--- config.mk ---
export PLATFORM = sky130hd
export DESIGN_NAME = div_32by16_seq
export DESIGN_NICKNAME = d
export VERILOG_FILES = /design/src/rtl/div_32by16_seq_pkg.sv /design/src/rtl/div_32by16_seq.sv
export SDC_FILE = /design/constraint.sdc
export NUM_CORES = 1
export LEC_CHECK = 0
export BUFFER_PORTS_ARGS = -buffer_cell sky130_fd_sc_hd__buf_2
export CELL_PAD_IN_SITES_DETAIL_PLACEMENT = 0
export CELL_PAD_IN_SITES_GLOBAL_PLACEMENT = 1
export CORE_ASPECT_RATIO = 0.6
export CORE_MARGIN = 2
export CORE_UTILIZATION = 25
export CTS_CLUSTER_DIAMETER = 100
export DETAILED_ROUTE_END_ITERATION = 8
export HOLD_SLACK_MARGIN = 0.02
export MAX_ROUTING_LAYER = met4
export PLACE_DENSITY_LB_ADDON = 0.1
export SETUP_SLACK_MARGIN = 0.05
export SKIP_CTS_REPAIR_TIMING = 1
export SYNTH_ARGS = -nofsm -noshare
export SYNTH_HDL_FRONTEND = slang
export SYNTH_SLANG_ARGS = --single-unit
--- constraint.sdc ---
create_clock -name clk -period 3 [get_ports clk]
set_input_delay 0.3 -clock clk [delete_from_list [all_inputs] [get_ports clk]]
set_output_delay 0.3 -clock clk [all_outputs]
set_load 0.02 [all_outputs]
--- src/rtl/div_32by16_seq_pkg.sv ---
// div_32by16_seq_pkg: shared state encoding and width constants for the sequential divider.
`default_nettype none

package div_32by16_seq_pkg;

  typedef enum logic [1:0] {
    ST_IDLE = 2'd0,
    ST_CALC = 2'd1,
    ST_DONE = 2'd2
  } div_state_e;

  // Same default operand width as the shift-add multiplier.
  localparam int DIV_W = 16;

  function automatic int cnt_width(input int n);
    return (n > 1) ? $clog2(n) : 1;
  endfunction

  localparam int DIV_CNT_W = cnt_width(DIV_W);

endpackage

`default_nettype wire

--- src/rtl/div_32by16_seq.sv ---
// div_32by16_seq: 2N-by-N unsigned restoring divider, one quotient bit per clock, start/done handshake.
// Optional remainder output via DIV_REM_EN.  Rev 1.0
`default_nettype none

module div_32by16_seq
  import div_32by16_seq_pkg::*;
#(
  parameter int N = DIV_W
) (
  input  logic           clk,
  input  logic           rst_n,
  input  logic           start,
  input  logic [2*N-1:0] dvd,
  input  logic [N-1:0]   dvs,
  output logic [N-1:0]   quo,
`ifdef DIV_REM_EN
  output logic [N-1:0]   rem,
`endif
  output logic           busy,
  output logic           done,
  output logic           dz,
  output logic           ovf
);

  localparam int CW = cnt_width(N);

  div_state_e     state, state_n;
  logic [N-1:0]   pr;
  logic [N-1:0]   sr;
  logic [N-1:0]   dvs_r;
  logic [CW-1:0]  cnt;

  logic [N-1:0]   dvd_hi;
  logic [N-1:0]   dvd_lo;
  logic           is_dz;
  logic           is_ovf;
  logic [N:0]     t;
  logic [N:0]     diff;
  logic           q_bit;
  logic [N-1:0]   pr_nxt;

  assign dvd_hi = dvd[2*N-1:N];
  assign dvd_lo = dvd[N-1:0];
  assign is_dz  = (dvs == '0);
  assign is_ovf = !is_dz && (dvd_hi >= dvs);

  // t is N+1 bits wide; since pr < dvs_r the result always fits back in N bits.
  assign t      = {pr, sr[N-1]};
  assign diff   = t - {1'b0, dvs_r};
  assign q_bit  = (t >= {1'b0, dvs_r});
  assign pr_nxt = q_bit ? diff[N-1:0] : t[N-1:0];

  always_ff @(posedge clk or negedge rst_n) begin
    if (!rst_n) state <= ST_IDLE;
    else        state <= state_n;
  end

  always_comb begin
    state_n = state;
    busy    = 1'b0;
    done    = 1'b0;
    case (state)
      ST_IDLE: begin
        if (start) state_n = (is_dz || is_ovf) ? ST_DONE : ST_CALC;
      end
      ST_CALC: begin
        busy = 1'b1;
        if (cnt == '0) state_n = ST_DONE;
      end
      ST_DONE: begin
        busy    = 1'b1;
        done    = 1'b1;
        state_n = ST_IDLE;
      end
      default: state_n = ST_IDLE;
    endcase
  end

  always_ff @(posedge clk or negedge rst_n) begin
    if (!rst_n) begin
      pr    <= '0;
      sr    <= '0;
      dvs_r <= '0;
      cnt   <= '0;
      quo   <= '0;
      dz    <= 1'b0;
      ovf   <= 1'b0;
`ifdef DIV_REM_EN
      rem   <= '0;
`endif
    end else begin
      case (state)
        ST_IDLE: begin
          if (start) begin
            dvs_r <= dvs;
            pr    <= dvd_hi;
            sr    <= dvd_lo;
            cnt   <= CW'(N - 1);
            quo   <= '0;
            dz    <= is_dz;
            ovf   <= is_ovf;
`ifdef DIV_REM_EN
            rem   <= '0;
`endif
          end
        end
        ST_CALC: begin
          pr  <= pr_nxt;
          sr  <= {sr[N-2:0], 1'b0};
          quo <= {quo[N-2:0], q_bit};
          cnt <= cnt - 1'b1;
`ifdef DIV_REM_EN
          if (cnt == '0) rem <= pr_nxt;
`endif
        end
        default: ;
      endcase
    end
  end

endmodule

`default_nettype wire

==> results of run 1 <==
==> routing by layer <==
metal  up-vias  GRT usage  share of wire
met5         -          -              0
met4         0     0.0333         0.0073
met2       116      0.217           0.38
met3         8     0.0331          0.045
met1      2215      0.280           0.57
li1       2191          -              -
==> cell type report <==
cell class / instances / area share
Clock buffer: 10 / 0.0389
Clock inverter: 6 / 0.0196
Inverter: 43 / 0.0275
Multi-Input combinational cell: 409 / 0.473
Sequential cell: 72 / 0.306
Tap cell: 266 / 0.0566
Timing Repair Buffer: 84 / 0.0779
==> critical path: stages, from the launching register on <==
cell	delay, ns
sky130_fd_sc_hd__dfrtp_1	0.43
sky130_fd_sc_hd__ha_1	0.35
sky130_fd_sc_hd__nor2b_1	0.15
sky130_fd_sc_hd__o2111ai_1	0.43
sky130_fd_sc_hd__a211oi_2	0.14
sky130_fd_sc_hd__or2_2	0.48
sky130_fd_sc_hd__o41ai_1	0.40
sky130_fd_sc_hd__a21oi_1	0.07
==> worst max-delay path by stage <==
stage                              start                 end  slack, ns  cells past startpoint
finish                 pr[0]$_DFFE_PN0P_  pr[12]$_DFFE_PN0P_       0.44                      7
CTS                   pr[10]$_DFFE_PN0P_  pr[13]$_DFFE_PN0P_       0.27                      7
global placement      pr[10]$_DFFE_PN0P_  pr[13]$_DFFE_PN0P_       0.44                      7
floorplan              pr[3]$_DFFE_PN0P_  pr[10]$_DFFE_PN0P_       0.85                      9
detailed placement    pr[10]$_DFFE_PN0P_  pr[13]$_DFFE_PN0P_       0.33                      7
global route        dvs_r[1]$_DFFE_PN0P_  pr[12]$_DFFE_PN0P_       0.25                      8
==> cell usage after synthesis, types with 8 or more instances <==
cell type / count / area share
sky130_fd_sc_hd__buf_2: 9 / 0.0092
sky130_fd_sc_hd__dfrtp_1: 72 / 0.37
sky130_fd_sc_hd__nand4_1: 10 / 0.013
sky130_fd_sc_hd__a21o_1: 10 / 0.015
sky130_fd_sc_hd__clkbuf_1: 20 / 0.015
sky130_fd_sc_hd__nand2_1: 48 / 0.037
sky130_fd_sc_hd__nand3_1: 12 / 0.012
sky130_fd_sc_hd__inv_1: 43 / 0.033
sky130_fd_sc_hd__ha_1: 36 / 0.092
sky130_fd_sc_hd__a21oi_1: 51 / 0.052
sky130_fd_sc_hd__nor3_1: 8 / 0.0082
sky130_fd_sc_hd__a22o_1: 15 / 0.027
sky130_fd_sc_hd__o21ai_0: 47 / 0.048
sky130_fd_sc_hd__o211ai_1: 8 / 0.012
sky130_fd_sc_hd__o22ai_1: 31 / 0.040
sky130_fd_sc_hd__mux2_2: 15 / 0.034
sky130_fd_sc_hd__nor2_1: 21 / 0.016
==> through the flow <==
stage | util | setup slack [ns] | total power, W | area (sq um) | hold WS [ns]
2_1_floorplan | - | 0.847 | 0.00441 | 4900 | 0.00441
3_3_place_gp | 0.289 | 0.440 | 0.00553 | 5540 | 0.470
3_5_place_dp | 0.289 | 0.330 | 0.00550 | 5540 | 0.474
4_1_cts | 0.307 | 0.272 | 0.00683 | 5880 | 0.177
5_1_grt | 0.307 | 0.250 | 0.00739 | 5880 | 0.213
6_report | 0.307 | 0.435 | 0.00679 | 5880 | 0.108
==> cell families (layout without fill, tap and decap cells) <==
| logic type | Yosys count | in the layout | synth area share |
|---|---|---|---|
| buffers and inverters | 77 | 143 | 0.0661 |
| xor gates and xnor gates | 9 | 9 | 0.0161 |
| adders and majority gates | 37 | 37 | 0.0960 |
| DFF | 72 | 72 | 0.368 |
| muxes | 16 | 16 | 0.0365 |
| and+or+nand+nor | 135 | 135 | 0.136 |
| AOI/OAI and AO/OA | 212 | 212 | 0.282 |
==> power breakdown <==
| group | leakage, nW | internal (W) | switching [W] |
|---|---|---|---|
| Sequential | 0.873 | 0.00132 | 0.000302 |
| Clock | 0.164 | 0.000819 | 0.000464 |
| Combinational | 1.62 | 0.00149 | 0.00240 |
| Total | 2.65 | 0.00363 | 0.00316 |
==> flip-flops by register name (all words and copies together) (netlist names) <==
signal,flops
dvs_r,16
pr,16
quo,16
sr,16
cnt,4
state,2
dz,1
ovf,1
==> summary.md, run 1 <==
| Metric | Value |
|---|---|
| CP max FO | 14 |
| Die width | 185 um |
| Skew final | 0.00659 ns |
| Maximum clock insertion buffer count | 2 |
| Worst R2R End | pr[12]$_DFFE_PN0P_ |
| CTS root buf | sky130_fd_sc_hd__clkbuf_16 |
| Share of the clock period used by the worst path | 0.855 |
| Number of rows in the core area | 39 |
| Clock latency at the later pin of the worst-skew pair | 0.35 ns |
| Clock period minus final worst setup slack | 2.56 ns |
| Die ar. | 20800 sq um |
| Layout overhead on the synthesized area | 20.0% |
| Number of standard cells after synthesis | 558 |
| Total via count in the routed design | 4530 |
| Worst setup path class | reg2reg |
| Die Y-Extent | 112 um |
| Starting utilization of the core area | 0.256 |
| Arrival time of data at the critical path endpoint | 2.78 ns |
| Residual overflow from global routing | 0 |
| Cells after DPL | 874 |
| Number of DRC markers in iteration 0 | 375 |
| Flops & latches, synth | 72 |
| TritonCTS clock tree | yes |
| Count of unique library cells instantiated by Yosys | 62 |
| Number of endpoints failing setup at the final stage | 0 |
| Cell leakage power | 2.65 nW |
| Prevailing post-synth register cell | sky130_fd_sc_hd__dfrtp_1 |
| Pin count of the biggest net entering global routing | 73 |
| Result of the run | completed |
| Synth Warn # | 0 |
| Number of port buffers | 70 |
| Type of element launching the critical path | register |
| Number of maximum-capacitance violations | 0 |
| Tightest Pin Transition | 1.01 ns |
| Hold crit path type | in2async |
| Number of antenna repair diodes | 0 |
| Most common cell after layout, fill and taps aside | sky130_fd_sc_hd__dfrtp_1 |
| Reg2reg path depth | 7 |
| Combined global-route utilization of all metal layers | 0.174 |
| Number of global-route vias before repair | 4434 |
| Worst slew margin relative to its limit | 0.327 |
| I/O pin total | 71 |
| Async set-reset flop share out of synthesis | 1.00 |
| Number of flops mapped to enable cells by yosys | 0 |
| Final instance count without filler cells | 890 |
| Final routed wire length divided by cell count | 18.8 um |
| Per-instance average area after synthesis | 8.78 sq um |
| Clock sink count | 72 |
| Remaining DRCs | 0 |
| Proportion of layout cells with a drive suffix above 1 | 0.210 |
| Detailed-route wire length | 16.7 mm |
| Setup slack of the worst register-to-register path | 0.44 ns |
| Max Fclk | 390 MHz |
| First-pass detailed-route iteration total | 5 |
| Unrepaired setup endpoints after global routing | false |
| Area taken by flip-flops and latches | 1800 sq um |
| Total Negative Setup Slacks | 0 ns |
| Launch instance of the worst register-to-register path | pr[0]$_DFFE_PN0P_ |
| Final max-slew violation count | 0 |
| Clock slew at reported path FFs | 0.06 ns |
| Multi-input gate area in the final layout | 2780 sq um |
| Initial antenna violation count | 1 |
| Highest-count cells in the layout ignoring fill and taps | 72 x sky130_fd_sc_hd__dfrtp_1, 69 x sky130_fd_sc_hd__buf_2, 51 x sky130_fd_sc_hd__a21oi_1 |
| Worst supply voltage drop on vdd | 0.351 mV |
| Final layout net count | 707 |
| Netlist area before placement | 4900 sq um |
| Sequential-to-total area share from yosys stat | 0.368 |
| H-tree levels | 3 |
| Wire length of the first global-routing pass | 26.5 mm |
| Core region area | 19100 sq um |
| Nature of the critical path endpoint | register |
| Total power per unit cell area | 1150 nW/um^2 |
| Fillers | 2067 |
| Routability cong. | 0.830 |
| Vias per inst | 5.09 |
| CP required | 3.22 ns |
| Total nets after synthesis | 646 |
| Count of final hold-check violations | 0 |
| Detailed Place HPWL | 12.8 mm |
| Antenna Nets Post-Route | 0 |
| Number of buffers added by the clock tree synthesis step | 9 |
Power figures use the tool's default switching activity.
==> run 2, diff against run 1 <==
--- a/config.mk
+++ b/config.mk
@@ -12,6 +12,7 @@
 export CORE_MARGIN = 2
 export CORE_UTILIZATION = 25
 export CTS_CLUSTER_DIAMETER = 100
+export CTS_CLUSTER_SIZE = 12
 export DETAILED_ROUTE_END_ITERATION = 8
 export HOLD_SLACK_MARGIN = 0.02
 export MAX_ROUTING_LAYER = met4
==> constraint.sdc (replaced) <==
create_clock -name clk -period 3 [get_ports clk]
set_input_delay 0 -clock clk [delete_from_list [all_inputs] [get_ports clk]]
set_output_delay 0 -clock clk [all_outputs]
set_load 0.02 [all_outputs]
==> summary.md, run 2 (synthesized netlist as in run 1, its figures left out) <==
| Metric | Value |
|---|---|
| Result of the run | complete, but fails checks |
| Failing checks | hold timing |
| Number of endpoints failing setup at the final stage | 0 (unchanged) |
| Worst setup path class | reg2reg |
| I/O pin total | 71 (unchanged) |
| Detailed Place HPWL | 12.6 mm (-1.3%) |
| Total power per unit cell area | 1080 nW/um^2 (-6.7%) |
| Number of global-route vias before repair | 4501 (+1.5%) |
| Combined global-route utilization of all metal layers | 0.175 (+0.000989) |
| Tightest Pin Transition | 0.947 ns (-0.0624 ns) |
| Share of the clock period used by the worst path | 0.915 (+0.0600) |
| Multi-input gate area in the final layout | 2780 sq um (unchanged) |
| Clock slew at reported path FFs | 0.06 ns (about the same) |
| Proportion of layout cells with a drive suffix above 1 | 0.199 (-0.0105) |
| Worst slack at placement | 0.322 ns (-0.00786 ns) |
| Smallest setup slack after layout | 0.255 ns (-0.180 ns) |
| Starting utilization of the core area | 0.256 (unchanged) |
| Skew final | 0.00867 ns (+0.00209 ns) |
| Type of element launching the critical path | register |
| Final routed wire length divided by cell count | 18.2 um (-3.2%) |
| Setup crit start | pr[10]$_DFFE_PN0P_ |
| Cell leakage power | 2.76 nW (+3.8%) |
| Maximum clock insertion buffer count | 2 (unchanged) |
| Clock latency at the later pin of the worst-skew pair | 0.35 ns (about the same) |
| Design Area, Final | 6120 sq um (+4.1%) |
| Fillers | 2074 (+0.34%) |
| Die width | 185 um (unchanged) |
| Area taken by flip-flops and latches | 1800 sq um (unchanged) |
| Reg2reg path depth | 7 (unchanged) |
| Clock period minus final worst setup slack | 2.74 ns (+0.180 ns) |
| Antenna Nets Post-Route | 0 (unchanged) |
| Die Y-Extent | 112 um (unchanged) |
| Final max-slew violation count | 0 (unchanged) |
| Worst R2R End | pr[13]$_DFFE_PN0P_ |
| H-tree levels | 3 (unchanged) |
| Total via count in the routed design | 4587 (+1.3%) |
| Cell area reported after detailed placement | 5540 sq um (unchanged) |
| Total Negative Setup Slacks | 0 ns (unchanged) |
| Core region area | 19100 sq um (unchanged) |
| Final layout net count | 735 (+4.0%) |
| Routability cong. | 0.841 (+1.4%) |
| Nature of the critical path endpoint | register |
| Residual overflow from global routing | 0 (unchanged) |
| Initial antenna violation count | 0 (-1) |
| CTS root buf | sky130_fd_sc_hd__clkbuf_16 |
| Launch instance of the worst register-to-register path | pr[10]$_DFFE_PN0P_ |
| Number of rows in the core area | 39 (unchanged) |
| Worst supply voltage drop on vdd | 0.448 mV (+28%) |
| Count of final hold-check violations | 4 (+4) |
| First-pass detailed-route iteration total | 4 (-1) |
| Pin count of the biggest net entering global routing | 69 (-5.5%) |
| Critical Path, Cell by Cell | ha_1 -> and4_4 -> nand4b_1 -> a211oi_2 -> or2_1 -> nor2_1 -> o31ai_1 |
| Worst hold margin | -0.0318 ns (-0.140 ns) |
| Layout overhead on the synthesized area | 24.9% |
| Setup slack of the worst register-to-register path | 0.26 ns (-0.18 ns) |
| CP required | 3.25 ns (+0.03 ns) |
| Most common cell after layout, fill and taps aside | sky130_fd_sc_hd__dfrtp_1 |
| Worst setup endpoint | pr[13]$_DFFE_PN0P_ |
| CP max FO | 14 (unchanged) |
| Number of port buffers | 70 (unchanged) |
| Remaining DRCs | 0 (unchanged) |
| Number of antenna repair diodes | 0 (unchanged) |
| Critical Path Max Stage Delay | 0.56 ns (+0.08 ns) |
| Clock sink count | 72 (unchanged) |
| TritonCTS clock tree | yes |
| Max Fclk | 364 MHz (-6.6%) |
| Wire length of the first global-routing pass | 26.7 mm (+0.78%) |
| Worst slew margin relative to its limit | 0.369 (+0.0416) |
| Number of maximum-capacitance violations | 0 (unchanged) |
| Number of buffers added by the clock tree synthesis step | 9 (unchanged) |
| Vias per inst | 5.00 (-1.8%) |
| Hold crit path type | in2reg |
| Arrival time of data at the critical path endpoint | 2.99 ns (+0.21 ns) |
| Highest-count cells in the layout ignoring fill and taps | 72 x sky130_fd_sc_hd__dfrtp_1, 69 x sky130_fd_sc_hd__buf_2, 51 x sky130_fd_sc_hd__a21oi_1 |
| Unrepaired setup endpoints after global routing | false |
| Detailed-route wire length | 16.7 mm (-0.15%) |
| Cells after DPL | 874 (unchanged) |
| Slowest cell on crit path | sky130_fd_sc_hd__or2_1 |
| Die ar. | 20800 sq um (unchanged) |
| Number of DRC markers in iteration 0 | 265 (-29%) |
| Final instance count without filler cells | 918 (+3.1%) |
-- run 2: metrics by stage --
step,power [W],hold WS [ns],util
floorplan,0.00441,-0.296,-
global placement,0.00548,0.203,0.289
detailed placement,0.00545,0.218,0.289
CTS,0.00664,-0.154,0.305
global route,0.00723,0.0211,0.320
finish,0.00660,-0.0318,0.320
-- run 2: critical path, delay by kind of cell (launching register included) --
family / cells / cell delay (ns)
DFF: 1 / 0.41
and+or+nand+nor: 4 / 1.29
adders and majority gates: 1 / 0.46
AOI/OAI and AO/OA: 2 / 0.48
-- run 2: worst min-delay path by stage --
stage	from	slack (ns)	end	cells past startpoint
3_5_place_dp	rst_n	0.22	sr[10]$_DFFE_PN0P_	1
6_report	dvd[14]	-0.03	sr[14]$_DFFE_PN0P_	3
4_1_cts	rst_n	-0.15	sr[10]$_DFFE_PN0P_	1
3_3_place_gp	rst_n	0.20	sr[10]$_DFFE_PN0P_	1
2_1_floorplan	rst_n	-0.30	cnt[0]$_DFFE_PN0P_	0
5_1_grt	dvs[1]	0.02	dvs_r[1]$_DFFE_PN0P_	3
-- run 2: cell type report --
class / count / share of cell area
Multi-Input combinational cell: 409 / 0.454
Clock inverter: 4 / 0.00838
Inverter: 43 / 0.0264
Timing Repair Buffer: 112 / 0.121
Tap cell: 266 / 0.0544
Sequential cell: 72 / 0.294
Clock buffer: 12 / 0.0419
-- run 2: metal layers --
layer  track usage  wire [um]  vias to the layer above
met3        0.0341        626                       10
met5             -          0                        -
met1         0.273       9450                     2249
li1              -          -                     2238
met4        0.0413        164                        0
met2         0.225       6470                       90
-- run 2: where the power goes --
part | internal, W | leakage, nW | switching [W]
clock | 0.000691 | 0.149 | 0.000436
combinational | 0.00150 | 1.73 | 0.00236
sequential | 0.00132 | 0.873 | 0.000297
